--- src/rtl/phase1_stage_controller.sv ---
// Phase 1 puzzle sequencer: routes keypad and display to one puzzle at a time,
// tracks lives and a BCD countdown, and reports phase done / game over.
module phase1_stage_controller #(
    parameter int         NUM_PUZZLES = 3,
    parameter int         MAX_LIVES   = 3,
    parameter logic [7:0] TIME_LIMIT  = 8'h99,
    parameter int         TICK_DIV    = 50000000,
    parameter int         HOLD_CYCLES = 25000000
) (
    input  logic                      clk,
    input  logic                      rst_n,
    input  logic                      start,
    input  logic                      key_valid,
    input  logic [3:0]                key_value,
    input  logic [32*NUM_PUZZLES-1:0] puz_seg_data,
    input  logic [8*NUM_PUZZLES-1:0]  puz_led,
    input  logic [NUM_PUZZLES-1:0]    puz_clear,
    input  logic [NUM_PUZZLES-1:0]    puz_fail,
    output logic [NUM_PUZZLES-1:0]    puz_enable,
    output logic [NUM_PUZZLES-1:0]    puz_key_valid,
    output logic [3:0]                key_value_out,
    output logic [31:0]               seg_data,
    output logic [7:0]                led_out,
    output logic [3:0]                lives,
    output logic [7:0]                time_left,
    output logic                      phase_done,
    output logic                      game_over
);

    localparam int IW = (NUM_PUZZLES > 1) ? $clog2(NUM_PUZZLES) : 1;
    localparam int PW = (TICK_DIV > 1) ? $clog2(TICK_DIV) : 1;
    localparam int HW = (HOLD_CYCLES > 1) ? $clog2(HOLD_CYCLES) : 1;
    localparam logic [PW-1:0] PRE_LAST  = PW'(TICK_DIV - 1);
    localparam logic [HW-1:0] HOLD_LAST = HW'(HOLD_CYCLES - 1);
    localparam logic [IW-1:0] IDX_LAST  = IW'(NUM_PUZZLES - 1);
    localparam logic [3:0]    LIVES_INIT = 4'(MAX_LIVES);

    typedef enum logic [2:0] {
        IDLE, PLAY, CLEAR_HOLD, FAIL_HOLD, DONE, OVER
    } state_t;

    state_t                 state_q, state_d;
    logic [IW-1:0]          idx_q, idx_d;
    logic [3:0]             lives_q, lives_d;
    logic [7:0]             time_q, time_d;
    logic [PW-1:0]          pre_q, pre_d;
    logic [HW-1:0]          hold_q, hold_d;
    logic [NUM_PUZZLES-1:0] en_q, en_d;
    logic                   done_q, over_q;

    logic [15:0] slot_seg;
    logic [7:0]  slot_led;
    logic        slot_clr;
    logic        slot_fail;
    logic        tick;
    logic [7:0]  time_dec;
    logic        unused_seg;

    // upper half of each puzzle display word is never shown
    assign unused_seg = ^puz_seg_data;

    // BCD countdown by one second, saturating at 00
    function automatic logic [7:0] bcd_dec(input logic [7:0] t);
        if (t == 8'h00)
            return 8'h00;
        else if (t[3:0] == 4'h0)
            return {t[7:4] - 4'd1, 4'h9};
        else
            return {t[7:4], t[3:0] - 4'd1};
    endfunction

    // pick the active slot's display, LED and event lines
    always_comb begin
        slot_seg  = '0;
        slot_led  = '0;
        slot_clr  = 1'b0;
        slot_fail = 1'b0;
        for (int k = 0; k < NUM_PUZZLES; k++) begin
            if (idx_q == IW'(k)) begin
                slot_seg  = puz_seg_data[32*k +: 16];
                slot_led  = puz_led[8*k +: 8];
                slot_clr  = puz_clear[k];
                slot_fail = puz_fail[k];
            end
        end
    end

    assign tick     = (pre_q == PRE_LAST);
    assign time_dec = bcd_dec(time_q);

    // next-state logic: start, puzzle events, timer and hold exits
    always_comb begin
        state_d = state_q;
        idx_d   = idx_q;
        lives_d = lives_q;
        time_d  = time_q;
        pre_d   = pre_q;
        hold_d  = hold_q;
        unique case (state_q)
            IDLE, DONE, OVER: begin
                if (start) begin
                    state_d = PLAY;
                    idx_d   = '0;
                    lives_d = LIVES_INIT;
                    time_d  = TIME_LIMIT;
                    pre_d   = '0;
                    hold_d  = '0;
                end
            end
            PLAY: begin
                pre_d = tick ? '0 : pre_q + 1'b1;
                if (slot_clr) begin
                    state_d = CLEAR_HOLD;
                    hold_d  = '0;
                end else if (slot_fail) begin
                    if (lives_q > 4'd1) begin
                        lives_d = lives_q - 4'd1;
                        state_d = FAIL_HOLD;
                        hold_d  = '0;
                    end else begin
                        lives_d = 4'd0;
                        state_d = OVER;
                    end
                end else if (tick) begin
                    time_d = time_dec;
                    if (time_dec == 8'h00)
                        state_d = OVER;
                end
            end
            CLEAR_HOLD: begin
                if (hold_q == HOLD_LAST) begin
                    hold_d = '0;
                    if (idx_q == IDX_LAST) begin
                        state_d = DONE;
                    end else begin
                        idx_d   = idx_q + 1'b1;
                        state_d = PLAY;
                    end
                end else begin
                    hold_d = hold_q + 1'b1;
                end
            end
            FAIL_HOLD: begin
                if (hold_q == HOLD_LAST) begin
                    hold_d  = '0;
                    state_d = PLAY;
                end else begin
                    hold_d = hold_q + 1'b1;
                end
            end
            default: state_d = IDLE;
        endcase
    end

    // one-hot enable for the slot that will be active next cycle
    always_comb begin
        en_d = '0;
        for (int k = 0; k < NUM_PUZZLES; k++)
            en_d[k] = (state_d == PLAY) && (idx_d == IW'(k));
    end

    // state, counters and registered status outputs
    always_ff @(posedge clk or negedge rst_n) begin
        if (!rst_n) begin
            state_q <= IDLE;
            idx_q   <= '0;
            lives_q <= '0;
            time_q  <= '0;
            pre_q   <= '0;
            hold_q  <= '0;
            en_q    <= '0;
            done_q  <= 1'b0;
            over_q  <= 1'b0;
        end else begin
            state_q <= state_d;
            idx_q   <= idx_d;
            lives_q <= lives_d;
            time_q  <= time_d;
            pre_q   <= pre_d;
            hold_q  <= hold_d;
            en_q    <= en_d;
            done_q  <= (state_d == DONE);
            over_q  <= (state_d == OVER);
        end
    end

    // display and LED muxing by state
    always_comb begin
        led_out  = 8'h00;
        seg_data = 32'h0;
        unique case (state_q)
            PLAY: begin
                led_out  = slot_led;
                seg_data = {time_q, lives_q, 4'(idx_q) + 4'd1, slot_seg};
            end
            CLEAR_HOLD: begin
                led_out  = 8'hFF;
                seg_data = {time_q, lives_q, 4'(idx_q) + 4'd1, slot_seg};
            end
            FAIL_HOLD: begin
                led_out  = 8'h0F;
                seg_data = {time_q, lives_q, 4'(idx_q) + 4'd1, slot_seg};
            end
            DONE: begin
                led_out  = 8'hFF;
                seg_data = {time_q, 24'h0};
            end
            OVER:    seg_data = {8'h00, lives_q, 20'h0};
            default: seg_data = 32'h0;
        endcase
    end

    // key 9 is reserved for system reset and never reaches a puzzle
    assign puz_key_valid = (state_q == PLAY && key_valid && key_value != 4'd9)
                         ? en_q : '0;
    assign key_value_out = key_value;
    assign puz_enable    = en_q;
    assign lives         = lives_q;
    assign time_left     = time_q;
    assign phase_done    = done_q;
    assign game_over     = over_q;

endmodule

--- config.mk ---
export PLATFORM = sky130hd
export DESIGN_NAME = phase1_stage_controller
export DESIGN_NICKNAME = d
export VERILOG_FILES = /design/src/rtl/phase1_stage_controller.sv
export SDC_FILE = /design/constraint.sdc
export NUM_CORES = 1
export LEC_CHECK = 0
export ABC_AREA = 1
export CAP_MARGIN = 20
export CELL_PAD_IN_SITES_DETAIL_PLACEMENT = 0
export CELL_PAD_IN_SITES_GLOBAL_PLACEMENT = 1
export CORE_MARGIN = 5
export CORE_UTILIZATION = 28
export CTS_CLUSTER_DIAMETER = 60
export DETAILED_ROUTE_END_ITERATION = 12
export PLACE_DENSITY = 0.83
export REMOVE_ABC_BUFFERS = 1
export SLEW_MARGIN = 20
export SYNTH_ARGS = -nofsm -noshare
export SYNTH_HDL_FRONTEND = slang
export SYNTH_SLANG_ARGS = --single-unit
--- constraint.sdc ---
create_clock -name clk -period 1.8 [get_ports clk]
set_input_delay 0.27 -clock clk [delete_from_list [all_inputs] [get_ports clk]]
set_output_delay 0.27 -clock clk [all_outputs]
set_load 0.005 [all_outputs]
==> flow_summary.ini, run 1 <==
[global_route]
grtUsageTotal_pct = 17.4
gr-total-overflow = 0
antenna_found_initial = 0
grt_pass1_wl_um = 31500
grt_max_degree = 45
grt_pass1_vias = 6363

[setup_path]
cp-end-kind = flip-flop
worstSetupPathType = reg -> reg
cp.arrival_ns = 2.46
cp_max_fo = 6
crit_required_ns = 2.02
worstSetupStartpointType = flip-flop
rr_worst_depth = 13

[job]
maxCapViolCount = 0

[cells_and_area]
regArea_um2 = 1830
drive_above_1_share_pct = 45.7
design_area_um2 = 10200
syn2layout_area_growth_pct = 91.7
multi_input_area_um2 = 4030
n_fill_cell = 1589
antenna-diode-count = 0
final_nets = 1226

[sta]
hold_viol_final = 0
min_period_ns = 2.24
skew_ns = 0.00813
layout_setup_ws_ns = -0.440
hold_ws_ns = 0.405
finalMaxSlewViolations = 0
max_freq_mhz = 446
finalSetupViolCount = 88
rsz0062_at_grt = true
post-route-period-util_pct = 124
fin_setup_tns_ns = -23.18

[synthesis]
synthArstFlopShare_pct = 100
synth_top_family_by_area = simple AND/OR/NAND/NOR gates
synth_compound_area_share_pct = 17.4
synth_top_area_cell = dfrtp_1
synth.distinct_cells = 49
ys_seq_elements = 73
ys_seq_area_share_pct = 34.4
syn_area_um2 = 5310
postSynthAreaPerCell_um2 = 7.21
synth_ff_type = dfrtp_1
ys_top_cells_by_area = dfrtp_1 34%, nand2_1 10%, inv_1 5.8%
synth_mux_area_share_pct = 0
synth_xor_area_share_pct = 4.95
yosysWarnings = 0
synthCells = 736
synth_edf_count = 0
synth_fa_ha_area_share_pct = 2.59
yosys.area_share.simple_pct = 30.9
yosys.area.top_type_share_pct = 34.4

[clock_network]
htreeDepth = 3
cts.reportedPaths.clkPinSlew_ns = 0.06
cts_tree = yes
root_buffer = clkbuf_16
clkLatencyLatePin_ns = 0.35
cts_sinks = 73
cts_buffers = 9
clockBufferDepth = 2

[die]
initial_core_util_pct = 28.4
core_um2 = 18700
die_x_um = 148
die_height_um = 148
ios = 198
rows = 50
dieArea_um2 = 21800

[pwr]
leakagePower_nw = 4.38
pwr-share-comb_pct = 61.2
p_sw_share_pct = 40.9
pwr-share-seq_pct = 21.7
peakVddDrop_v = 0.000733
p_per_area_nw_per_um2 = 1060
p_switching_mw = 4.42
clkPwrFrac_pct = 17.1
intPower_mw = 6.38

[outcome]
run_status = finished with violations
violations = negative setup slack

[placed_design]
portBuffers = 148
place_ws_ns = -0.354
place_area_um2 = 8140
place.gp.congestion = 0.877
dp_hpwl_um = 13900

[drt]
via_per_inst = 5.01
wl_per_cell_um = 16.9
finalWirelength_um = 22400
via_count = 6614
dr.pass1.iters = 5
drtIter0Drc = 371
postRouteAntennaNets = 0
drc = 0

[worst_hold_path]
hp-class = in -> async
flip-flops by register name, indices dropped and copies added, names as in the netlist:
signal      count
time_left       8
hold_q         25
lives           4
phase_done      1
puz_enable      3
idx_q           2
pre_q          26
game_over       1
state_q         3
final cells by class:
type / instances / area share, %
Multi-Input combinational cell: 540 / 39.6
Timing Repair Buffer: 360 / 32.6
Sequential cell: 73 / 18.0
Inverter: 96 / 3.87
Tap cell: 234 / 2.88
Clock buffer: 10 / 2.25
Clock inverter: 6 / 0.676
Timing Repair inverter: 1 / 0.111
cell usage after synthesis, types with 2 or more instances:
cell type  number
o21ai_1         3
buf_2           5
nor2_2          5
or2_2           3
nand4_1        18
o32ai_1         4
nor2_1         79
a21oi_1        47
a221oi_1        8
o31ai_1         5
nand3_1        30
dfrtp_1        73
nand2_2         7
o31ai_2         2
nor2_4          7
xnor2_1         2
nor3b_1         3
a22oi_1         2
clkbuf_1       12
nand2_1       146
buf_4           9
o21ai_0        58
inv_1          82
ha_1           11
nand3_2         7
nor3_2          9
nor3_1         20
o22ai_1        17
xor2_1         28
nor4_1          3
inv_2          13
power groups by stage:
stage               combinational, mW  clock [mW]  sequential (mW)
floorplan                        1.97           0             2.39
global placement                 4.95           0             2.31
detailed placement               5.01           0             2.32
CTS                              5.59        1.86             2.30
global route                     7.08        1.93             2.38
finish                           6.62        1.85             2.34
cell usage in the layout, fill, tap and decap left out, types with 26 or more instances in the layout:
master           instances
a21oi_2                 26
buf_2                   36
buf_4                  142
buf_6                   51
clkdlybuf4s50_1        105
dfrtp_1                 71
inv_1                   72
nand2_1                114
nor2_1                  58
xor2_1                  27
final timing paths:
check	startpoint	end	slack, ns
worst max register to register	idx_q[0]$_DFF_PN0_	hold_q[21]$_DFFE_PN0P_	-0.44
worst min register to register	hold_q[4]$_DFFE_PN0P_	hold_q[4]$_DFFE_PN0P_	0.54
min in group clk	hold_q[4]$_DFFE_PN0P_	hold_q[4]$_DFFE_PN0P_	0.54
max in group asynchronous	rst_n	time_left[3]$_DFFE_PN0P_	0.80
worst max-delay path	idx_q[0]$_DFF_PN0_	hold_q[21]$_DFFE_PN0P_	-0.44
worst min-delay path	rst_n	hold_q[8]$_DFFE_PN0P_	0.41
critical path, cell delays in order (launching register included):
cell,delay [ns]
dfrtp_2,0.44
inv_2,0.11
buf_6,0.11
ha_4,0.19
inv_8,0.06
buf_6,0.12
or2_4,0.27
nand3_4,0.10
nand3_4,0.10
nand3_4,0.17
buf_6,0.14
nor3_4,0.03
xnor2_1,0.18
nor2_1,0.08
what timing repair did:
item                       in CTS  in global routing
cloned                          2                  2
setup endpoints to repair      91                107
hold endpoints to repair       29                  0
setup buffers                  36                 37
hold buffers                    1                  0
pin swaps                      39                 88
gates resized for setup       341                204
cell families after synthesis:
group / count (synthesis)
and+or+nand+nor: 342
buffers and inverters: 123
xor gates and xnor gates: 30
other: 1
DFF: 73
adders and majority gates: 11
AOI/OAI and AO/OA: 156
metal layers:
metal  vias to the layer above  global-route usage, %  wire length [µm]
met5                         -                      0                 0
met4                         0                   4.33               571
met3                        48                   3.03               838
met2                       183                   30.7             11600
met1                      3241                   22.2              9380
li1                       3142                      -                 -
stage by stage:
stage | util (%) | instances | total power, mW
2_1_floorplan | - | 709 | 4.36
3_3_place_gp | 43.5 | 1238 | 7.26
3_5_place_dp | 43.5 | 1238 | 7.34
4_1_cts | 49.4 | 1292 | 9.75
5_1_grt | 54.4 | 1320 | 11.4
6_report | 54.4 | 1320 | 10.8
Power figures use the tool's default switching activity.
==> inputs of run 2 (changes only) <==
- ABC_AREA: 1 -> not set
==> flow_summary.ini, run 2 <==
[clock_network]
root_buffer = clkbuf_16
clkLatencyLatePin_ns = 0.35
cts_tree = yes
htreeDepth = 3
cts_sinks = 73
clockBufferDepth = 2
cts.reportedPaths.clkPinSlew_ns = 0.06
cts_buffers = 9

[setup_path]
rr_worst_depth = 9
worstSetupPathType = reg -> reg
r2r_slack_ns = -0.50
worstSetupStartpointType = flip-flop
r2r_start = idx_q[0]$_DFF_PN0_
cp_max_fo = 6
r2r-end = time_left[5]$_DFFE_PN0P_
cp-end-kind = flip-flop
cp.arrival_ns = 2.59
crit_required_ns = 2.09

[cells_and_area]
drive_above_1_share_pct = 48.4
antenna-diode-count = 0
largest_reg_flops = 26
n_fill_cell = 1440
final_nets = 1137
mostFrequentLayoutCells = 166 x buf_4, 105 x clkdlybuf4s50_1, 74 x buf_6
fin_util_pct = 57.1
top_register = pre_q
design_area_um2 = 9900
layout_commonest_cell = buf_4
syn2layout_area_growth_pct = 98.9

[outcome]
violations = negative setup slack
run_status = finished with violations

[drt]
postRouteAntennaNets = 0
drtIter0Drc = 319
finalWirelength_um = 21300
via_count = 6232
drc = 0
dr.pass1.iters = 4
via_per_inst = 5.10
wl_per_cell_um = 17.4

[sta]
fin_setup_tns_ns = -29.79
min_period_ns = 2.30
hold_ws_ns = 0.441
hold_viol_final = 0
finalSetupViolCount = 106
skew_ns = 0.00774
max_freq_mhz = 435
layout_setup_ws_ns = -0.499
rsz0062_at_grt = true
post-route-period-util_pct = 128
finalMaxSlewViolations = 0

[synthesis]
synth_ff_type = dfrtp_1
synth.distinct_cells = 62
synth.most_common_cell = nor2_1
synthCells = 633
synth_edf_count = 0
synth_top_area_cell = dfrtp_1
ys_seq_elements = 73
syn_area_um2 = 4980
ys_top_cells_by_area = dfrtp_1 37%, o21ai_0 8.4%, nor2_1 6.8%
ys_seq_area_share_pct = 36.7
netlist_top_cells_count = 90 x nor2_1, 84 x o21ai_0, 73 x dfrtp_1, 58 x nand2_1, 48 x a21oi_1
synthArstFlopShare_pct = 100
yosysWarnings = 0
postSynthAreaPerCell_um2 = 7.87
yosys.area.top_type_share_pct = 36.7

[die]
die_height_um = 143
ios = 198
core_um2 = 17400
die_x_um = 143
rows = 48
initial_core_util_pct = 28.7
dieArea_um2 = 20600

[global_route]
grt_max_degree = 33
grtUsageTotal_pct = 18.4
grt_pass1_wl_um = 30500
grt_pass1_vias = 5991
gr-total-overflow = 0
antenna_found_initial = 0

[placed_design]
dp_hpwl_um = 13800
place.gp.congestion = 0.848
place_area_um2 = 7870
portBuffers = 148

[job]
maxCapViolCount = 0

[worst_hold_path]
hp-class = in -> async

[pwr]
peakVddDrop_v = 0.000671
leakagePower_nw = 4.38
p_per_area_nw_per_um2 = 830
run 2: cell count changes in the layout (fill, tap and decap cells not counted), sizes merged, moves of 12 or more:
cell	change
o21ai	+23
xor2	-25
nor2b	+12
o31ai	+16
buf	+26
nand2	-95
and2	+22
nor3	-17
o22ai	-17
nand3	-14
a22oi	+17
inv	-80
run 2: kinds of logic after synthesis:
group           count (synthesis)  share of synthesized area [%]
other cells                     1                         0.0753
flops                          73                           36.7
mux                             1                          0.201
xor+xnor                       15                           2.64
compound gates                206                           25.1
fa+ha+maj                      11                           2.76
simple gates                  274                           28.1
buf+inv                        52                           4.52
run 2: stage by stage:
stage	worst slack, ns	cells	power (mW)
after global placement	-0.479	1137	4.74
after floorplan	-1.20	597	3.08
after detailed placement	-0.537	1137	4.77
after global routing	-0.567	1222	8.61
final	-0.499	1222	8.22
after CTS	-0.427	1195	7.38
run 2: layer usage:
metal  wire length (µm)  GRT usage [%]
met3                771           3.63
met4                375           4.01
met1               8680           24.1
met5                  0              0
met2              11500           31.5
run 2: power breakdown:
part	leakage, nW	total (mW)	switching [mW]	internal, mW
registers	0.974	2.01	0.169	1.84
clock network	0.186	2.30	0.736	1.57
logic	3.22	3.91	1.93	1.98
total	4.38	8.22	2.83	5.39
run 2: worst max-delay path by stage:
stage	endpoint	cells after the start	slack [ns]	from
final	time_left[5]$_DFFE_PN0P_	9	-0.50	idx_q[0]$_DFF_PN0_
after global routing	time_left[6]$_DFFE_PN0P_	11	-0.57	idx_q[0]$_DFF_PN0_
after CTS	led_out[2]	10	-0.43	idx_q[0]$_DFF_PN0_
after detailed placement	time_left[2]$_DFFE_PN0P_	9	-0.54	idx_q[1]$_DFF_PN0_
after global placement	led_out[2]	8	-0.48	idx_q[0]$_DFF_PN0_
after floorplan	time_left[5]$_DFFE_PN0P_	6	-1.20	idx_q[0]$_DFF_PN0_
run 2: critical path: stages, from the launching register on:
cell and delay, ns:
dfrtp_1 0.43, buf_6 0.14, ha_4 0.18, buf_4 0.14, a21oi_2 0.15, a22o_4 0.19
nand3b_1 0.12, or3_4 0.39, or4_1 0.42, nand2_1 0.08
run 2: what timing repair did:
item,CTS,global route
cloned,4,4
hold buffers,1,0
setup buffers,40,34
endpoints found under the hold margin,30,0
pin swaps,51,95
endpoints found under the setup margin,107,111
gates resized for setup,346,217
run 2: area by class of cell:
cell class	count	area [µm²]	share of cell area, %
multi-input cells	510	3940	39.8
clock buffers	11	253	2.55
clock inverters	5	125	1.26
inverters	16	60.1	0.606
flip-flops and latches	73	1830	18.5
repair buffers	382	3420	34.5
well taps	225	282	2.84
